[src/rtl/cart_bank_mapper_sync.sv]
// Cartridge bank-register file and address decode clocked by FastClk.
// Asynchronous cart-bus strobes are synchronised and I/O writes committed by a small FSM.
`timescale 1ns/1ps
module cart_bank_mapper_sync #(
    parameter int         ADDR_EXT_W  = 10,
    parameter int         NUM_ROM_WIN = 2,
    parameter int         RAM_MASK_W  = 4,
    parameter int         SYNC_STAGES = 2,
    parameter logic [7:0] REG_BASE    = 8'hD0
) (
    input  logic                  FastClk,
    input  logic                  Reset,
    input  logic                  nSel,
    input  logic                  nIO,
    input  logic                  nWE,
    input  logic [3:0]            AddrHi,
    input  logic [7:0]            RegAddr,
    input  logic [7:0]            WriteData,
    output logic [ADDR_EXT_W-1:0] AddrExt,
    output logic                  SelRom,
    output logic                  SelRam,
    output logic [7:0]            RegOut,
    output logic                  RegAck,
    output logic                  CommitPulse,
    output logic                  Locked
);
    localparam int HI_W  = ADDR_EXT_W - 8;
    localparam int LIN_W = ADDR_EXT_W - 4;
    localparam logic [ADDR_EXT_W-1:0] ONES = '1;

    typedef enum logic [1:0] {ST_IDLE, ST_CAPTURE, ST_COMMIT} state_t;

    // Reset asserts immediately but is released only on a FastClk edge.
    logic [1:0] rst_sync_q, rst_sync_d;
    logic       core_rst;

    always_comb rst_sync_d = {rst_sync_q[0], 1'b0};

    always_ff @(posedge FastClk or posedge Reset) begin
        if (Reset) rst_sync_q <= 2'b11;
        else       rst_sync_q <= rst_sync_d;
    end

    assign core_rst = rst_sync_q[1];

    logic [SYNC_STAGES-1:0]      sel_sync_q, sel_sync_d, io_sync_q, io_sync_d, we_sync_q, we_sync_d;
    logic [SYNC_STAGES-1:0][7:0] addr_dly_q, addr_dly_d, data_dly_q, data_dly_d;
    logic                        nsel_s, nio_s, nwe_s;
    state_t                      state_q, state_d;
    logic [7:0]                  cap_addr_q, cap_addr_d, cap_data_q, cap_data_d;

    logic [ADDR_EXT_W-1:0] ram_bank_q, ram_bank_d;
    logic [ADDR_EXT_W-1:0] win_q [NUM_ROM_WIN];
    logic [ADDR_EXT_W-1:0] win_d [NUM_ROM_WIN];
    logic [7:0]            linear_q, linear_d;
    logic [ADDR_EXT_W-1:0] rom_mask_q, rom_mask_d;
    logic [RAM_MASK_W-1:0] ram_mask_q, ram_mask_d;
    logic                  self_flash_q, self_flash_d, lock_q, lock_d;

    assign nsel_s = sel_sync_q[SYNC_STAGES-1];
    assign nio_s  = io_sync_q[SYNC_STAGES-1];
    assign nwe_s  = we_sync_q[SYNC_STAGES-1];

    // Address and data ride a delay line as deep as the strobe synchronisers.
    always_comb begin
        sel_sync_d = {sel_sync_q[SYNC_STAGES-2:0], nSel};
        io_sync_d  = {io_sync_q[SYNC_STAGES-2:0], nIO};
        we_sync_d  = {we_sync_q[SYNC_STAGES-2:0], nWE};
        addr_dly_d = {addr_dly_q[SYNC_STAGES-2:0], RegAddr};
        data_dly_d = {data_dly_q[SYNC_STAGES-2:0], WriteData};
    end

    always_comb begin
        state_d    = state_q;
        cap_addr_d = cap_addr_q;
        cap_data_d = cap_data_q;
        case (state_q)
            ST_IDLE: begin
                if (!nsel_s && !nio_s && !nwe_s) begin
                    state_d    = ST_CAPTURE;
                    cap_addr_d = addr_dly_q[SYNC_STAGES-1];
                    cap_data_d = data_dly_q[SYNC_STAGES-1];
                end
            end
            ST_CAPTURE: begin
                if (nsel_s) begin
                    state_d = ST_IDLE;
                end else if (nwe_s) begin
                    state_d = ST_COMMIT;
                end else begin
                    cap_addr_d = addr_dly_q[SYNC_STAGES-1];
                    cap_data_d = data_dly_q[SYNC_STAGES-1];
                end
            end
            ST_COMMIT: state_d = ST_IDLE;
            default:   state_d = ST_IDLE;
        endcase
    end

    logic [NUM_ROM_WIN-1:0] wr_lo_hit, wr_hi_hit, wr_alias_hit;
    logic [NUM_ROM_WIN-1:0] rd_lo_hit, rd_hi_hit, rd_alias_hit;

    generate
        for (genvar gi = 0; gi < NUM_ROM_WIN; gi++) begin : g_win_dec
            localparam logic [7:0] LO_ADDR    = 8'(int'(REG_BASE) + 2 + 2 * gi);
            localparam logic [7:0] HI_ADDR    = 8'(int'(REG_BASE) + 3 + 2 * gi);
            localparam logic [7:0] ALIAS_ADDR = 8'(8'hC2 + gi);
            assign wr_lo_hit[gi]    = (cap_addr_q == LO_ADDR);
            assign wr_hi_hit[gi]    = (cap_addr_q == HI_ADDR);
            assign wr_alias_hit[gi] = (gi < 2) && (cap_addr_q == ALIAS_ADDR);
            assign rd_lo_hit[gi]    = (RegAddr == LO_ADDR);
            assign rd_hi_hit[gi]    = (RegAddr == HI_ADDR);
            assign rd_alias_hit[gi] = (gi < 2) && (RegAddr == ALIAS_ADDR);
        end
    endgenerate

    // Register writes land on the edge that ends the COMMIT cycle.
    always_comb begin
        ram_bank_d   = ram_bank_q;
        win_d        = win_q;
        linear_d     = linear_q;
        rom_mask_d   = rom_mask_q;
        ram_mask_d   = ram_mask_q;
        self_flash_d = self_flash_q;
        lock_d       = lock_q;
        if (state_q == ST_COMMIT) begin
            if (cap_addr_q == 8'hCE) begin
                self_flash_d = cap_data_q[0];
                lock_d       = lock_q | cap_data_q[7];
            end else if (!lock_q) begin
                if (cap_addr_q == 8'hC0) begin
                    linear_d = cap_data_q;
                end else if (cap_addr_q == 8'hC1) begin
                    ram_bank_d = ADDR_EXT_W'(cap_data_q);
                end else if (cap_addr_q == 8'hE4) begin
                    rom_mask_d[7:0] = cap_data_q;
                end else if (cap_addr_q == 8'hE5) begin
                    rom_mask_d[ADDR_EXT_W-1:8] = cap_data_q[HI_W-1:0];
                    ram_mask_d                 = RAM_MASK_W'(cap_data_q >> HI_W);
                end else if (cap_addr_q == REG_BASE) begin
                    ram_bank_d[7:0] = cap_data_q;
                end else if (cap_addr_q == 8'(int'(REG_BASE) + 1)) begin
                    ram_bank_d[ADDR_EXT_W-1:8] = cap_data_q[HI_W-1:0];
                end else begin
                    for (int k = 0; k < NUM_ROM_WIN; k++) begin
                        if (wr_alias_hit[k])   win_d[k] = ADDR_EXT_W'(cap_data_q);
                        else if (wr_lo_hit[k]) win_d[k][7:0] = cap_data_q;
                        else if (wr_hi_hit[k]) win_d[k][ADDR_EXT_W-1:8] = cap_data_q[HI_W-1:0];
                    end
                end
            end
        end
    end

    always_ff @(posedge FastClk or posedge core_rst) begin
        if (core_rst) begin
            sel_sync_q   <= '1;
            io_sync_q    <= '1;
            we_sync_q    <= '1;
            addr_dly_q   <= '0;
            data_dly_q   <= '0;
            state_q      <= ST_IDLE;
            cap_addr_q   <= '0;
            cap_data_q   <= '0;
            ram_bank_q   <= ONES;
            for (int k = 0; k < NUM_ROM_WIN; k++) win_q[k] <= ONES;
            linear_q     <= 8'hFF;
            rom_mask_q   <= ONES;
            ram_mask_q   <= '1;
            self_flash_q <= 1'b0;
            lock_q       <= 1'b0;
        end else begin
            sel_sync_q   <= sel_sync_d;
            io_sync_q    <= io_sync_d;
            we_sync_q    <= we_sync_d;
            addr_dly_q   <= addr_dly_d;
            data_dly_q   <= data_dly_d;
            state_q      <= state_d;
            cap_addr_q   <= cap_addr_d;
            cap_data_q   <= cap_data_d;
            ram_bank_q   <= ram_bank_d;
            win_q        <= win_d;
            linear_q     <= linear_d;
            rom_mask_q   <= rom_mask_d;
            ram_mask_q   <= ram_mask_d;
            self_flash_q <= self_flash_d;
            lock_q       <= lock_d;
        end
    end

    assign CommitPulse = (state_q == ST_COMMIT);
    assign Locked      = lock_q;

    always_comb begin
        RegOut = 8'h00;
        RegAck = 1'b1;
        if (RegAddr == 8'hC0) begin
            RegOut = linear_q;
        end else if (RegAddr == 8'hC1 || RegAddr == REG_BASE) begin
            RegOut = ram_bank_q[7:0];
        end else if (RegAddr == 8'(int'(REG_BASE) + 1)) begin
            RegOut = 8'(ram_bank_q[ADDR_EXT_W-1:8]);
        end else if (RegAddr == 8'hCE) begin
            RegOut = {lock_q, 6'b000000, self_flash_q};
        end else if (RegAddr == 8'hE4) begin
            RegOut = rom_mask_q[7:0];
        end else if (RegAddr == 8'hE5) begin
            RegOut = 8'((16'(ram_mask_q) << HI_W) | 16'(rom_mask_q[ADDR_EXT_W-1:8]));
        end else begin
            RegAck = 1'b0;
            for (int k = 0; k < NUM_ROM_WIN; k++) begin
                if (rd_lo_hit[k] || rd_alias_hit[k]) begin
                    RegAck = 1'b1;
                    RegOut = win_q[k][7:0];
                end else if (rd_hi_hit[k]) begin
                    RegAck = 1'b1;
                    RegOut = 8'(win_q[k][ADDR_EXT_W-1:8]);
                end
            end
        end
    end

    // The RAM mask only trims the low bank bits; upper RAM bank bits pass through.
    always_comb begin
        SelRom  = 1'b0;
        SelRam  = 1'b0;
        AddrExt = '0;
        if (AddrHi == 4'd0) begin
            AddrExt = '0;
        end else if (AddrHi == 4'd1) begin
            if (self_flash_q) begin
                SelRom  = 1'b1;
                AddrExt = ram_bank_q & rom_mask_q;
            end else begin
                SelRam  = 1'b1;
                AddrExt = {ram_bank_q[ADDR_EXT_W-1:RAM_MASK_W], ram_bank_q[RAM_MASK_W-1:0] & ram_mask_q};
            end
        end else if (AddrHi <= 4'(1 + NUM_ROM_WIN)) begin
            SelRom = 1'b1;
            for (int k = 0; k < NUM_ROM_WIN; k++) begin
                if (AddrHi == 4'(k + 2)) AddrExt = win_q[k] & rom_mask_q;
            end
        end else begin
            SelRom  = 1'b1;
            AddrExt = {LIN_W'(linear_q), AddrHi} & rom_mask_q;
        end
    end
endmodule

[config.mk]
export PLATFORM = sky130hd
export DESIGN_NAME = cart_bank_mapper_sync
export DESIGN_NICKNAME = d
export VERILOG_FILES = /design/src/rtl/cart_bank_mapper_sync.sv
export SDC_FILE = /design/constraint.sdc
export NUM_CORES = 1
export LEC_CHECK = 0
export ABC_CLOCK_PERIOD_IN_PS = 4200
export BUFFER_PORTS_ARGS = -buffer_cell sky130_fd_sc_hd__buf_2
export CAP_MARGIN = 10
export CORE_MARGIN = 1.5
export CORE_UTILIZATION = 61
export CTS_BUF_LIST = sky130_fd_sc_hd__clkbuf_4 sky130_fd_sc_hd__clkbuf_8
export CTS_CLUSTER_DIAMETER = 40
export DETAILED_ROUTE_END_ITERATION = 8
export PLACE_DENSITY = 0.82
export SYNTH_ARGS = -nofsm -noshare
export SYNTH_HDL_FRONTEND = slang
export SYNTH_SLANG_ARGS = --single-unit
[constraint.sdc]
create_clock -name FastClk -period 4.2 [get_ports FastClk]
set_input_delay 0.21 -clock FastClk [delete_from_list [all_inputs] [get_ports FastClk]]
set_output_delay 0.21 -clock FastClk [all_outputs]
set_load 0.03 [all_outputs]
==> metrics.cfg, run 1 <==
[min_path]
min-delay-start = RegAddr[3]
worstHoldPathType = in -> reg
hold_depth = 1

[worst_setup_path]
cp_data_required_time_ns = 3.99
reg2regPathDepth = 4
end_kind = primary output
worst-setup-path-type = in -> out
cp-startpoint = RegAddr[5]
r2r_start = cap_addr_q[0]
crit_arrival_ns = 3.03
start_kind = input port
path_max_fanout = 8

[floorplanning]
fp-row-count = 33
dieArea_um2 = 8880
ios = 48
die_w_um = 94.2
core_um2 = 8130
die_y_um = 94.2
start_util_pct = 62.4

[clocking]
cts.sinks = 112
clkLatencyLatePin_ns = 0.38
cts_tree = yes
cts_resized = 0
cts_max_level = 3
clkTransAtPathRegs_ns = 0.10
clk_path_buf_depth = 2
cts_made_buffers = 9
post-cts-setup-buffers = 0
ctsRootBufferMaster = clkbuf_8

[layout]
multi_input_area_um2 = 2060
finalInstanceArea_um2 = 5750
fin_util_pct = 70.7
syn2layout_area_growth_pct = 13.2
seq_area_um2 = 2880
antenna_cells = 0
nNetsFinal = 532
drive_above_1_share_pct = 36.3
stdcell_count = 617
fillers = 574

[logic_synthesis]
synth_xor_area_share_pct = 0.345
synthDominantCellAreaShare_pct = 31.0
synth_top_family_by_area = simple AND/OR/NAND/NOR gates
yosysTopAreaCell = dfstp_2
synthTopCellsByCount = 81 x nand2_1, 60 x dfstp_2, 52 x dfrtp_1, 48 x mux2_2, 23 x o21ai_0
synthTopCellsByArea = dfstp_2 31%, dfrtp_1 26%, mux2_2 11%
synth-main-ff-cell = dfstp_2
yosysWarningCount = 0
yosys.area_share.simple_pct = 15.9
synth_area_per_cell_um2 = 11.3
synthCells = 449
synth-edff-count = 0
yosysUniqueCellTypes = 58
synth_compound_gate_area_share_pct = 12.5
synth_area_um2 = 5080
yosysSeqAreaShare_pct = 56.7
synthMuxAreaShare_pct = 11.8
synth_most_common_cell = nand2_1
synth-seq-cells = 112
async_flop_share_pct = 100
synth_adder_area_share_pct = 0
syn_nets = 474

[grt]
grt_max_degree = 71
grt_pass1_vias = 3749
antenna_found_initial = 0
grt_pass1_wl_um = 19400
grtUsageTotal_pct = 29.9
overflow = 0

[detailed_routing]
drc = 0
via_per_inst = 6.25
drt-pass1-iter-count = 8
wl_um = 12100
ant_nets = 0
vias = 3858
wl_per_cell_um = 19.6
drt-initial-drc-count = 561

[pwr]
comb_power_share_pct = 8.6
leakagePower_nw = 2.51
cellPowerDensity_nw_per_um2 = 351
power_frac_seq_pct = 60.9
internal-power_mw = 1.45
p_sw_share_pct = 28.0
clkPwrFrac_pct = 30.5
switching_power_mw = 0.565
peakVddDrop_mv = 0.379

[status]
outcome = complete, no violations

[sta]
fin_setup_tns_ns = 0
layout_min_cycle_time_ns = 3.24
max_freq_ghz = 0.308
drv_slew = 0
worst_pin_slew_ns = 1.01
setup_viol = 0
hold_ws_ns = 0.0249
clock_skew_ns = 0.0132
finalHoldViolCount = 0
rsz0062_at_grt = false
slew_headroom_pct = 32.2
min_period_over_period_pct = 77.3

[placed_design]
place_area_um2 = 5400
gp_congestion = 0.948
numPortBuffers = 47
dp_cells = 585
hpwl_um = 8270

[flow_run]
max-cap-violations = 0

kinds of logic after synthesis:
group	Yosys count
AOI/OAI and AO/OA	90
other	1
DFF	112
buffers and inverters	36
and+or+nand+nor	154
muxes	54
xor gates and xnor gates	2
metal layers:
layer	part of all wire [%]	vias to the layer above	GRT usage, %
met1	41	1913	40.4
met5	0	-	0
met4	2.0	0	10.3
met2	48	192	47.0
li1	-	1724	-
met3	8.5	29	7.44
state kept, by name (all words and copies together) (netlist names), 4 cells and up:
name        count
cap_addr_q      8
addr_dly_q      8
cap_data_q      8
win_q          20
rom_mask_q     10
data_dly_d      8
linear_q        8
ram_mask_q      4
data_dly_q      8
ram_bank_q     10
addr_dly_d      8
worst max-delay path: stages:
cell,delay (ns)
dlygate4sd3_1,0.55
buf_2,0.16
nand3b_1,0.26
nor4b_2,0.92
a21oi_1,0.14
o211a_1,0.24
o21ai_0,0.28
buf_2,0.26
final timing paths:
kind | to | slack (ns)
setup reg to reg | win_q[4] | 1.80
min in group asynchronous | rst_sync_q[0] | 0.37
setup / recovery | RegOut[0] | 0.96
max in group asynchronous | win_q[12] | 2.71
hold / removal | addr_dly_d[11] | 0.02
hold reg to reg | io_sync_q[1] | 0.35
repair_timing:
item,in CTS,in global routing
hold buffers,16,0
endpoints found under the hold margin,17,0
endpoints found under the setup margin,0,0
layout make-up:
cell class / instances / area share (%)
timing repair buffer: 66 / 7.27
tap: 105 / 2.29
clock inverter: 6 / 1.09
clock buffer: 10 / 2.29
multi-input combinational: 301 / 35.9
inverter: 17 / 1.15
sequential: 112 / 50.1
metrics by stage:
step / setup WS (ns) / power [mW]
5_1_grt: 0.879 / 2.11
3_5_place_dp: 1.65 / 1.41
4_1_cts: 1.10 / 2.03
2_1_floorplan: 1.06 / 1.33
6_report: 0.955 / 2.02
3_3_place_gp: 1.72 / 1.39
cell usage in the layout, fill, tap and decap left out, types with 3 or more instances in the layout:
master / netlist / routed
nand2_1: 81 / 81
dfstp_2: 60 / 60
dfrtp_1: 52 / 52
mux2_2: 48 / 48
buf_2: 3 / 47
o21ai_0: 23 / 23
dlygate4sd3_1: 0 / 16
inv_1: 16 / 15
nor2_1: 14 / 14
a22oi_1: 13 / 13
a21oi_1: 13 / 13
nand3_1: 9 / 9
nor3_1: 9 / 9
clkbuf_8: 0 / 9
a22o_1: 6 / 6
and3_1: 6 / 6
mux2i_1: 6 / 6
o211ai_1: 5 / 5
nand2b_1: 4 / 4
o22ai_1: 4 / 4
a221oi_1: 4 / 4
nand4b_1: 3 / 3
and2_1: 3 / 3
nor2b_1: 3 / 3
and3b_1: 3 / 3
or4bb_1: 3 / 3
a222oi_1: 3 / 3
clkinv_4: 0 / 3
buf_4: 0 / 3
power by group through the flow:
stage	logic (mW)	registers [mW]	clock network (mW)
3_5_place_dp	0.161	1.24	0
6_report	0.173	1.23	0.616
5_1_grt	0.195	1.24	0.678
3_3_place_gp	0.155	1.24	0
2_1_floorplan	0.134	1.20	0
4_1_cts	0.173	1.23	0.631
No activity file was read; power rests on OpenSTA's default activity.
==> run 2, diff against run 1 <==
==> config.mk (replaced) <==
export PLATFORM = sky130hd
export DESIGN_NAME = cart_bank_mapper_sync
export DESIGN_NICKNAME = d
export VERILOG_FILES = /design/src/rtl/cart_bank_mapper_sync.sv
export SDC_FILE = /design/constraint.sdc
export NUM_CORES = 1
export LEC_CHECK = 0
export ABC_CLOCK_PERIOD_IN_PS = 2970
export BUFFER_PORTS_ARGS = -buffer_cell sky130_fd_sc_hd__buf_2
export CAP_MARGIN = 10
export CORE_MARGIN = 1.5
export CORE_UTILIZATION = 55
export CTS_BUF_LIST = sky130_fd_sc_hd__clkbuf_4 sky130_fd_sc_hd__clkbuf_8
export CTS_CLUSTER_DIAMETER = 40
export DETAILED_ROUTE_END_ITERATION = 8
export PLACE_DENSITY = 0.78
export SYNTH_ARGS = -nofsm -noshare
export SYNTH_HDL_FRONTEND = slang
export SYNTH_SLANG_ARGS = --single-unit
==> constraint.sdc (replaced) <==
create_clock -name FastClk -period 2.97 [get_ports FastClk]
set_input_delay 0.1485 -clock FastClk [delete_from_list [all_inputs] [get_ports FastClk]]
set_output_delay 0.1485 -clock FastClk [all_outputs]
set_load 0.03 [all_outputs]
==> run 2 against run 1 <==
Final area rose by 1.3%. First-iteration DRC count decreased by 46%. Cell count grew 1.8%. Die area is 11% higher. Clock power rose by 44%. Utilization decreased by 4.9 points. Global-route usage is 2.5 points lower. Flip-flop and latch count stayed put. Wire length grew 3.2%. Total power grew 43%. Sequential power increased by 41%. Setup slack worse by 0.75 ns.
==> metrics.cfg, run 2 (synthesis results as in run 1) <==
[floorplanning]
die_w_um = 99.1  ; +5.1%
start_util_pct = 57.4  ; -5.0 points
die_y_um = 99.1  ; +5.1%
ios = 48  ; unchanged
dieArea_um2 = 9820  ; +11%
fp-row-count = 34  ; +3.0%
core_um2 = 8850  ; +8.8%

[min_path]
worstHoldPathType = in -> reg

[sta]
layout_min_cycle_time_ns = 2.77
clock_skew_ns = 0.0145  ; +0.00132 ns
setup_ws_ns = 0.204  ; -0.751 ns
worst_pin_slew_ns = 0.824  ; -0.191 ns
fin_setup_tns_ns = 0  ; unchanged
max_freq_ghz = 0.362
finalHoldViolCount = 0  ; unchanged
min_period_over_period_pct = 93.1
rsz0062_at_grt = false
drv_slew = 0  ; unchanged
setup_viol = 0  ; unchanged
hold_ws_ns = 0.0691  ; +0.0442 ns
slew_headroom_pct = 45.1  ; +13 points

[placed_design]
hpwl_um = 8510  ; +3.0%
dp_slack_ns = 0.685  ; -0.960 ns
numPortBuffers = 47  ; unchanged
gp_congestion = 0.975  ; +2.8%
place_area_um2 = 5450  ; +0.93%

[clocking]
cts.sinks = 112  ; unchanged
cts_max_level = 3  ; unchanged
cts_tree = yes
cts_made_buffers = 9  ; unchanged
ctsRootBufferMaster = clkbuf_8
post-cts-setup-buffers = 0  ; unchanged
clkLatencyLatePin_ns = 0.38  ; about the same
clk_path_buf_depth = 2  ; unchanged
clkTransAtPathRegs_ns = 0.10  ; about the same

[pwr]
peakVddDrop_mv = 0.379  ; +0.11%
report.power.total_mw = 2.88  ; +43%
leakagePower_nw = 2.55  ; +1.4%
cellPowerDensity_nw_per_um2 = 494  ; +41%

[worst_setup_path]
path_max_fanout = 9  ; +1
start_kind = input port
cp_data_required_time_ns = 2.82  ; -1.17 ns
end_kind = primary output
worst-setup-path-type = in -> out
crit_arrival_ns = 2.62  ; -0.41 ns

[detailed_routing]
via_per_inst = 6.09  ; -2.6%
drt-pass1-iter-count = 5  ; -3
wl_um = 12500  ; +3.2%
ant_nets = 0  ; unchanged
vias = 3824  ; -0.88%
drc = 0  ; unchanged
drt-initial-drc-count = 302  ; -46%
wl_per_cell_um = 19.9  ; +1.4%

[layout]
antenna_cells = 0  ; unchanged
nNetsFinal = 540  ; +1.5%
finalInstanceArea_um2 = 5820  ; +1.3%
syn2layout_area_growth_pct = 14.6
largest_reg_flops = 20  ; unchanged
drive_above_1_share_pct = 37.1  ; +0.79 points
largestRegisters = win_q (20), ram_bank_q (10), rom_mask_q (10)
fillers = 696  ; +21%
final_common_cell = nand2_1
regMostFlops = win_q
final_cell_mix = 81 x nand2_1, 60 x dfstp_2, 52 x dfrtp_1, 48 x mux2_2, 47 x buf_2

[status]
outcome = complete, no violations

[grt]
overflow = 0  ; unchanged
grtUsageTotal_pct = 27.3  ; -2.5 points
grt_pass1_wl_um = 20500  ; +5.9%
grt_pass1_vias = 3886  ; +3.7%
antenna_found_initial = 0  ; unchanged
grt_max_degree = 69  ; -2.8%

[flow_run]
max-cap-violations = 0  ; unchanged

[run 2: power breakdown]
part / internal (mW) / total, mW / switching (mW) / leakage [nW]
registers: 1.63 / 1.74 / 0.111 / 1.25
logic: 0.101 / 0.254 / 0.153 / 1.20
clock network: 0.337 / 0.888 / 0.550 / 0.0996
total: 2.06 / 2.88 / 0.814 / 2.55
[run 2: worst paths after layout]
path / startpoint / to / slack, ns / depth (start not counted)
setup reg to reg: state_q[0] / win_q[11] / 0.84 / 5
hold reg to reg: io_sync_q[0] / io_sync_q[1] / 0.35 / 0
max in group asynchronous: rst_sync_q[1] / cap_data_q[2] / 1.90 / 2
setup / recovery: RegAddr[2] / RegOut[0] / 0.20 / 8
min in group asynchronous: Reset / rst_sync_q[0] / 0.31 / 3
hold / removal: RegAddr[4] / addr_dly_d[12] / 0.07 / 1
[run 2: repair_timing]
| item | CTS | global route |
|---|---|---|
| setup endpoints to repair | 0 | 1 |
| hold buffers | 18 | 0 |
| hold endpoints to repair | 19 | 0 |
| resized for setup | 0 | 1 |
[run 2: cell type report]
| type | count | area, µm² | area share, % |
|---|---|---|---|
| inverter | 17 | 67.6 | 1.16 |
| timing repair buffer | 74 | 483 | 8.30 |
| clock buffer | 10 | 131 | 2.26 |
| sequential | 112 | 2880 | 49.4 |
| tap | 108 | 135 | 2.32 |
| clock inverter | 6 | 62.6 | 1.07 |
| multi-input combinational | 301 | 2060 | 35.5 |
[run 2: per-stage QoR]
step,instances,util [%]
after floorplan,449,-
after global placement,594,61.5
after detailed placement,594,61.5
after CTS,628,65.8
after global routing,628,65.8
final,628,65.8
[run 2: per-layer routing]
metal  up-vias  track usage [%]  wire length (µm)
met1      1935             37.6              5560
met3        26             7.03               753
met2       123             43.4              5910
met5         -                0                 0
li1       1740                -                 -
met4         0             8.13               276
[run 2: worst max-delay path: stages]
cell           delay, ns
dlygate4sd3_1       0.53
buf_2               0.17
or4bb_1             0.57
a21oi_4             0.34
a22oi_1             0.14
o211a_1             0.14
o21ai_0             0.30
buf_2               0.27
